[src/rtl/sr_sched_pkg.sv]
// Shared encodings for the queue-array command sequencer: scheduler opcodes,
// controller FSM states and default field widths.
package sr_sched_pkg;

    localparam int TID_W_DEF  = 4;
    localparam int INFO_W_DEF = 32;

    typedef enum logic [1:0] {
        OP_ENQ      = 2'b00,
        OP_DEQ      = 2'b01,
        OP_REMOVE   = 2'b10,
        OP_SETSTATE = 2'b11
    } CmdOp;

    typedef enum logic [2:0] {
        ST_IDLE   = 3'd0,
        ST_EXEC   = 3'd1,
        ST_SETTLE = 3'd2,
        ST_RESP   = 3'd3,
        ST_TICK   = 3'd4
    } CtrlState;

endpackage

[src/rtl/sr_tick_prescaler.sv]
// Time-slice prescaler: free-running 0..TICK_DIV-1 counter that raises a sticky
// tick request on every wrap until the controller consumes it.
module sr_tick_prescaler #(
    parameter int TICK_DIV = 1000
) (
    input  logic clk,
    input  logic rst_n,
    input  logic i_clear,
    output logic o_tickPend
);

    localparam int CNT_W = $clog2(TICK_DIV);
    localparam logic [CNT_W-1:0] CNT_MAX = CNT_W'(TICK_DIV - 1);

    logic [CNT_W-1:0] r_cnt;
    logic             r_tickPend;
    logic             w_wrap;

    assign w_wrap     = (r_cnt == CNT_MAX);
    assign o_tickPend = r_tickPend;

    always_ff @(posedge clk or negedge rst_n) begin
        if (!rst_n) begin
            r_cnt <= '0;
        end else if (w_wrap) begin
            r_cnt <= '0;
        end else begin
            r_cnt <= r_cnt + 1'b1;
        end
    end

    // A wrap coinciding with the consume of the previous tick starts a new
    // request, so a tick is never lost; extra wraps while pending merge.
    always_ff @(posedge clk or negedge rst_n) begin
        if (!rst_n) begin
            r_tickPend <= 1'b0;
        end else if (w_wrap) begin
            r_tickPend <= 1'b1;
        end else if (i_clear) begin
            r_tickPend <= 1'b0;
        end
    end

endmodule

[src/rtl/sr_queue_ctrl.sv]
// Command sequencer for the shift-register task queue array: accepts one
// scheduler command at a time, strobes the array, then responds after it settles.
module sr_queue_ctrl
    import sr_sched_pkg::*;
#(
    parameter int DEPTH    = 8,
    parameter int TID_W    = TID_W_DEF,
    parameter int INFO_W   = INFO_W_DEF,
    parameter int TICK_DIV = 1000
) (
    input  logic                       clk,
    input  logic                       rst_n,
    input  logic                       cmd_valid,
    output logic                       cmd_ready,
    input  logic [1:0]                 cmd_op,
    input  logic [TID_W-1:0]           cmd_tid,
    input  logic [INFO_W-1:0]          cmd_info,
    output logic                       q_enqueue,
    output logic                       q_dequeue,
    output logic                       q_remove,
    output logic                       q_tick,
    output logic                       q_act,
    output logic                       q_blk,
    output logic [TID_W-1:0]           q_tid,
    output logic [INFO_W-1:0]          q_data,
    input  logic [TID_W-1:0]           head_tid,
    input  logic [INFO_W-1:0]          head_info,
    output logic                       rsp_valid,
    output logic                       rsp_err,
    output logic [TID_W-1:0]           rsp_tid,
    output logic [INFO_W-1:0]          rsp_info,
    output logic [$clog2(DEPTH+1)-1:0] count,
    output logic                       full,
    output logic                       empty
);

    localparam int CNT_W = $clog2(DEPTH + 1);
    localparam int MAP_W = 1 << TID_W;

    CtrlState            r_state;
    CtrlState            w_stateNext;
    CmdOp                r_op;
    logic [TID_W-1:0]    r_tid;
    logic [INFO_W-1:0]   r_info;
    logic [MAP_W-1:0]    r_tidMap;
    logic [CNT_W-1:0]    r_count;
    logic                r_act;
    logic                r_err;
    logic [TID_W-1:0]    r_rspTid;
    logic [INFO_W-1:0]   r_rspInfo;

    logic                w_tickPend;
    logic                w_tickClear;
    logic                w_handshake;
    logic                w_full;
    logic                w_empty;
    logic                w_resident;
    logic                w_legal;
    logic                w_inExec;
    logic                w_doEnq;
    logic                w_doDeq;
    logic                w_doRem;
    logic                w_doSet;

    sr_tick_prescaler #(
        .TICK_DIV (TICK_DIV)
    ) u_prescaler (
        .clk        (clk),
        .rst_n      (rst_n),
        .i_clear    (w_tickClear),
        .o_tickPend (w_tickPend)
    );

    assign w_full      = (r_count == CNT_W'(DEPTH));
    assign w_empty     = (r_count == '0);
    assign w_resident  = r_tidMap[r_tid];
    assign cmd_ready   = (r_state == ST_IDLE) && !w_tickPend;
    assign w_handshake = cmd_valid && cmd_ready;
    assign w_tickClear = (r_state == ST_TICK);
    assign w_inExec    = (r_state == ST_EXEC);

    always_comb begin
        w_legal = 1'b0;
        case (r_op)
            OP_ENQ:      w_legal = !w_full && !w_resident;
            OP_DEQ:      w_legal = !w_empty;
            OP_REMOVE:   w_legal = w_resident;
            OP_SETSTATE: w_legal = 1'b1;
            default:     w_legal = 1'b0;
        endcase
    end

    assign w_doEnq = w_inExec && w_legal && (r_op == OP_ENQ);
    assign w_doDeq = w_inExec && w_legal && (r_op == OP_DEQ);
    assign w_doRem = w_inExec && w_legal && (r_op == OP_REMOVE);
    assign w_doSet = w_inExec && (r_op == OP_SETSTATE);

    // A pending tick outranks a waiting command; cmd_ready already reflects that.
    always_comb begin
        w_stateNext = r_state;
        case (r_state)
            ST_IDLE: begin
                if (w_tickPend) begin
                    w_stateNext = ST_TICK;
                end else if (cmd_valid) begin
                    w_stateNext = ST_EXEC;
                end
            end
            ST_EXEC:   w_stateNext = ST_SETTLE;
            ST_SETTLE: w_stateNext = ST_RESP;
            ST_RESP:   w_stateNext = ST_IDLE;
            ST_TICK:   w_stateNext = ST_IDLE;
            default:   w_stateNext = ST_IDLE;
        endcase
    end

    always_ff @(posedge clk or negedge rst_n) begin
        if (!rst_n) begin
            r_state <= ST_IDLE;
        end else begin
            r_state <= w_stateNext;
        end
    end

    always_ff @(posedge clk or negedge rst_n) begin
        if (!rst_n) begin
            r_op   <= OP_ENQ;
            r_tid  <= '0;
            r_info <= '0;
        end else if (w_handshake) begin
            r_op   <= CmdOp'(cmd_op);
            r_tid  <= cmd_tid;
            r_info <= cmd_info;
        end
    end

    // Response fields are frozen at the end of EXEC; a DEQ reports the head
    // cell as it stood while the dequeue strobe was on the array.
    always_ff @(posedge clk or negedge rst_n) begin
        if (!rst_n) begin
            r_err     <= 1'b0;
            r_rspTid  <= '0;
            r_rspInfo <= '0;
        end else if (w_inExec) begin
            r_err <= !w_legal;
            if (w_doDeq) begin
                r_rspTid  <= head_tid;
                r_rspInfo <= head_info;
            end else begin
                r_rspTid  <= r_tid;
                r_rspInfo <= '0;
            end
        end
    end

    always_ff @(posedge clk or negedge rst_n) begin
        if (!rst_n) begin
            r_count <= '0;
        end else if (w_doEnq) begin
            r_count <= r_count + 1'b1;
        end else if (w_doDeq || w_doRem) begin
            r_count <= r_count - 1'b1;
        end
    end

    always_ff @(posedge clk or negedge rst_n) begin
        if (!rst_n) begin
            r_tidMap <= '0;
        end else if (w_doEnq) begin
            r_tidMap[r_tid] <= 1'b1;
        end else if (w_doDeq) begin
            r_tidMap[head_tid] <= 1'b0;
        end else if (w_doRem) begin
            r_tidMap[r_tid] <= 1'b0;
        end
    end

    always_ff @(posedge clk or negedge rst_n) begin
        if (!rst_n) begin
            r_act <= 1'b0;
        end else if (w_doSet) begin
            r_act <= r_info[0];
        end
    end

    assign q_enqueue = w_doEnq;
    assign q_dequeue = w_doDeq;
    assign q_remove  = w_doRem;
    assign q_tick    = (r_state == ST_TICK) && r_act;
    assign q_act     = r_act;
    assign q_blk     = !r_act;
    assign q_tid     = r_tid;
    assign q_data    = r_info;

    assign rsp_valid = (r_state == ST_RESP);
    assign rsp_err   = (r_state == ST_RESP) && r_err;
    assign rsp_tid   = r_rspTid;
    assign rsp_info  = r_rspInfo;

    assign count = r_count;
    assign full  = w_full;
    assign empty = w_empty;

endmodule

[config.mk]
export PLATFORM = sky130hd
export DESIGN_NAME = sr_queue_ctrl
export DESIGN_NICKNAME = d
export VERILOG_FILES = /design/src/rtl/sr_sched_pkg.sv /design/src/rtl/sr_tick_prescaler.sv /design/src/rtl/sr_queue_ctrl.sv
export SDC_FILE = /design/constraint.sdc
export NUM_CORES = 1
export LEC_CHECK = 0
export BUFFER_PORTS_ARGS = -buffer_cell sky130_fd_sc_hd__buf_2
export CAP_MARGIN = 5
export CORE_AREA = 3 3 110 112
export DETAILED_ROUTE_END_ITERATION = 8
export DIE_AREA = 0 0 113 115
export PLACE_DENSITY_LB_ADDON = 0.2
export REMOVE_ABC_BUFFERS = 1
export SYNTH_ARGS = -nofsm -noshare
export SYNTH_HDL_FRONTEND = slang
export SYNTH_HIERARCHICAL = 1
export SYNTH_SLANG_ARGS = --single-unit
export TNS_END_PERCENT = 10
[constraint.sdc]
create_clock -name clk -period 8.51 [get_ports clk]
set_input_delay 0.851 -clock clk [delete_from_list [all_inputs] [get_ports clk]]
set_output_delay 0.851 -clock clk [all_outputs]
set_load 0.05 [all_outputs]
==> results.yml <==
timing:
  setup_violations: 0
  relSlewSlack_pct: 29.8
  slew_viol_final: 0
  min_period_ns: 3.61
  tightest_slew_ns: 1.05
  skew_ns: 0.00612
  finalHoldViolCount: 0
  setup-tns-final_ns: 0
  rsz0062_at_grt: "false"
  clock.fmax_ghz: 0.277
  fin_crit_sh_pct: 42.5
routing:
  drt-initial-drc-count: 301
  finalWirelength_mm: 12.8
  vias: 4087
  drc: 0
  drt-pass1-iter-count: 5
  ant_nets: 0
  viasPerCell: 5.36
  wl_per_cell_um: 16.7
synth:
  async_flop_share_pct: 100
  yosysTopAreaCellShare_pct: 54.6
  synth_warnings: 6
  syn_inst: 468
  ys_seq_elements: 110
  synth_area_um2: 5040
  synth_top_flop_cell: "dfrtp_1"
  synth_commonest_cells: "dfrtp_1 (110), nand2_1 (78), mux2_2 (39), o21ai_0 (39), a21oi_1 (37)"
  yosysMostFrequentCell: "dfrtp_1"
  synth-edff-count: 0
  syn_avg_cell_area_um2: 10.8
  synth_seq_area_share_pct: 54.6
  synthTopCellsByArea: "dfrtp_1 (55%), mux2_2 (8.7%), nand2_1 (5.8%)"
  synth_cell_types: 52
  yosys.area.top_type: "dfrtp_1"
finish:
  nets: 698
  fin_util_pct: 55.2
  ff_latch_area_um2: 2750
  final.fill_count: 1009
  antenna_cells: 0
  multi_input_area_um2: 2140
  area_delta_synth_final_pct: 24.0
  drive_gt1_share_pct: 38.2
placement:
  gp_congestion: 0.831
  io_buffers: 163
  dp_hpwl_mm: 9.06
outcome:
  outcome: "complete, no violations"
clocking:
  cts_tree: "done"
  clk_latency_ns: 0.34
  post_cts_resize_count: 0
  clkSlewWorstSetupHoldPaths_ns: 0.07
  post_cts_buffers: 0
  cts_buffers: 9
  clockRootBuffer: "clkbuf_16"
  htreeDepth: 3
  cts_sinks: 110
  cts_max_path_buffers: 2
  cts_hold_buf: 0
power:
  p_leak_uw: 0.00303
  power_density_nw_per_um2: 437
  max-vdd-ir-drop_mv: 0.282
setup_path:
  cp.arrival_ns: 2.76
  crit_required_ns: 7.66
  slowest_stage: "or4_1"
  cp-start-kind: "flop"
  path_cells: "or4_1 > nand3b_1 > buf_4 > or2_2 > inv_1 > buf_2"
  max_stage_delay_ns: 0.59
  cp_max_fo: 39
  crit_buf_inv: 3
  end_kind: "output pin"
  rrSetupSlack_ns: 5.15
  path_delay_family: "simple AND/OR/NAND/NOR gates"
  crit_type: "reg2out"
floorplanning:
  coreArea_um2: 11300
  dieHeight_um: 115
  initial_core_util_pct: 44.5
  placementRows: 39
  die_area_um2: 13000
  io_pins: 164
  die_x_um: 113
grt:
  antenna_found_initial: 0
  grt-ovfl-total: 0
  grtUsageTotal_pct: 20.0
  grt_pass1_vias: 4197
  grt_max_degree: 87
  grt_pass1_wl_mm: 20.6
hold_path:
  hp-class: "in2async"
flow_run:
  maxCapViolations: 0
## per-layer routing
layer | vias to the layer above | wire length [um] | global-route usage [%]
li1 | 1938 | - | -
met1 | 1957 | 5140 | 23.4
met2 | 171 | 6360 | 34.6
met3 | 21 | 977 | 5.05
met4 | 0 | 286 | 9.13
met5 | - | 0 | 0
## logic make-up (layout without fill, tap and decap cells)
group	Yosys count	after routing	synth area share (%)
and+or+nand+nor	152	152	14.8
DFF	110	110	54.6
AOI/OAI and AO/OA	102	102	11.8
muxes	52	52	12.9
buffers and inverters	39	191	3.10
xor gates and xnor gates	9	9	1.56
adders and majority gates	4	4	1.14
## power by group
group / leakage, uW / switching, uW / internal [uW]
sequential: 0.00134 / 166 / 720
combinational: 0.00155 / 1020 / 409
clock: 0.000138 / 181 / 234
total: 0.00303 / 1370 / 1360
## cells in the final DEF (no fill, tap or decap), types with 2 or more instances in the layout
cell and instances:
inv_1 9, o21ai_0 39, nor2_1 9, or2_2 2, buf_2 162, nand3b_1 2, xnor2_1 5, mux2_2 39
xor2_1 4, mux2i_1 6, and3_1 6, mux4_1 3, nand2b_1 6, o41ai_1 4, nand4_1 6, a31oi_1 3
dfrtp_1 110, buf_4 6, o31ai_1 12, ha_1 3, nand2_1 77, and3_2 2, nor2b_1 5, nand3_1 17
and2_1 2, nor3_1 3, a21oi_1 37, a21o_1 3, clkbuf_16 9
## per-stage QoR
stage / worst slack (ns) / std cells / hold slack [ns] / power [uW] / instance area [um^2]
after floorplan: 3.62 / 438 / 0.442 / 1940 / 4920
after global placement: 5.32 / 748 / 0.460 / 2290 / 5950
after detailed placement: 5.19 / 748 / 0.463 / 2330 / 5950
after CTS: 4.90 / 762 / 0.406 / 2750 / 6240
after global routing: 4.74 / 763 / 0.417 / 2890 / 6250
final: 4.90 / 763 / 0.405 / 2730 / 6250
## worst paths after layout
kind | startpoint | to | cells past startpoint
max | count[0]$_DFFE_PN0P_ | q_dequeue | 6
min | rst_n | rsp_info[21]$_DFFE_PN0P_ | 1
max reg2reg | q_tid[1]$_DFFE_PN0P_ | count[3]$_DFFE_PN0P_ | 11
min reg2reg | r_err$_DFFE_PN0P_ | r_err$_DFFE_PN0P_ | 2
max in group asynchronous | rst_n | u_prescaler/r_cnt[8]$_DFF_PN0_ | 2
min in group clk | r_err$_DFFE_PN0P_ | r_err$_DFFE_PN0P_ | 2
## state kept, by name, summed over array words and instances, names as in the netlist
name / flops
r_state: 3
r_op: 2
count: 4
rsp_info: 32
q_act: 1
r_err: 1
r_tidMap: 16
u_prescaler/o_tickPend: 1
rsp_tid: 4
q_data: 32
q_tid: 4
u_prescaler/r_cnt: 10
## cell type report
type | instances | share of cell area [%]
Clock buffer | 11 | 3.88
Clock inverter | 3 | 0.741
Inverter | 9 | 0.541
Multi-Input combinational cell | 319 | 34.2
Sequential cell | 110 | 44.1
Tap cell | 143 | 2.86
Timing Repair Buffer | 168 | 13.7
Note: power is estimated with default switching activity, not from simulation.
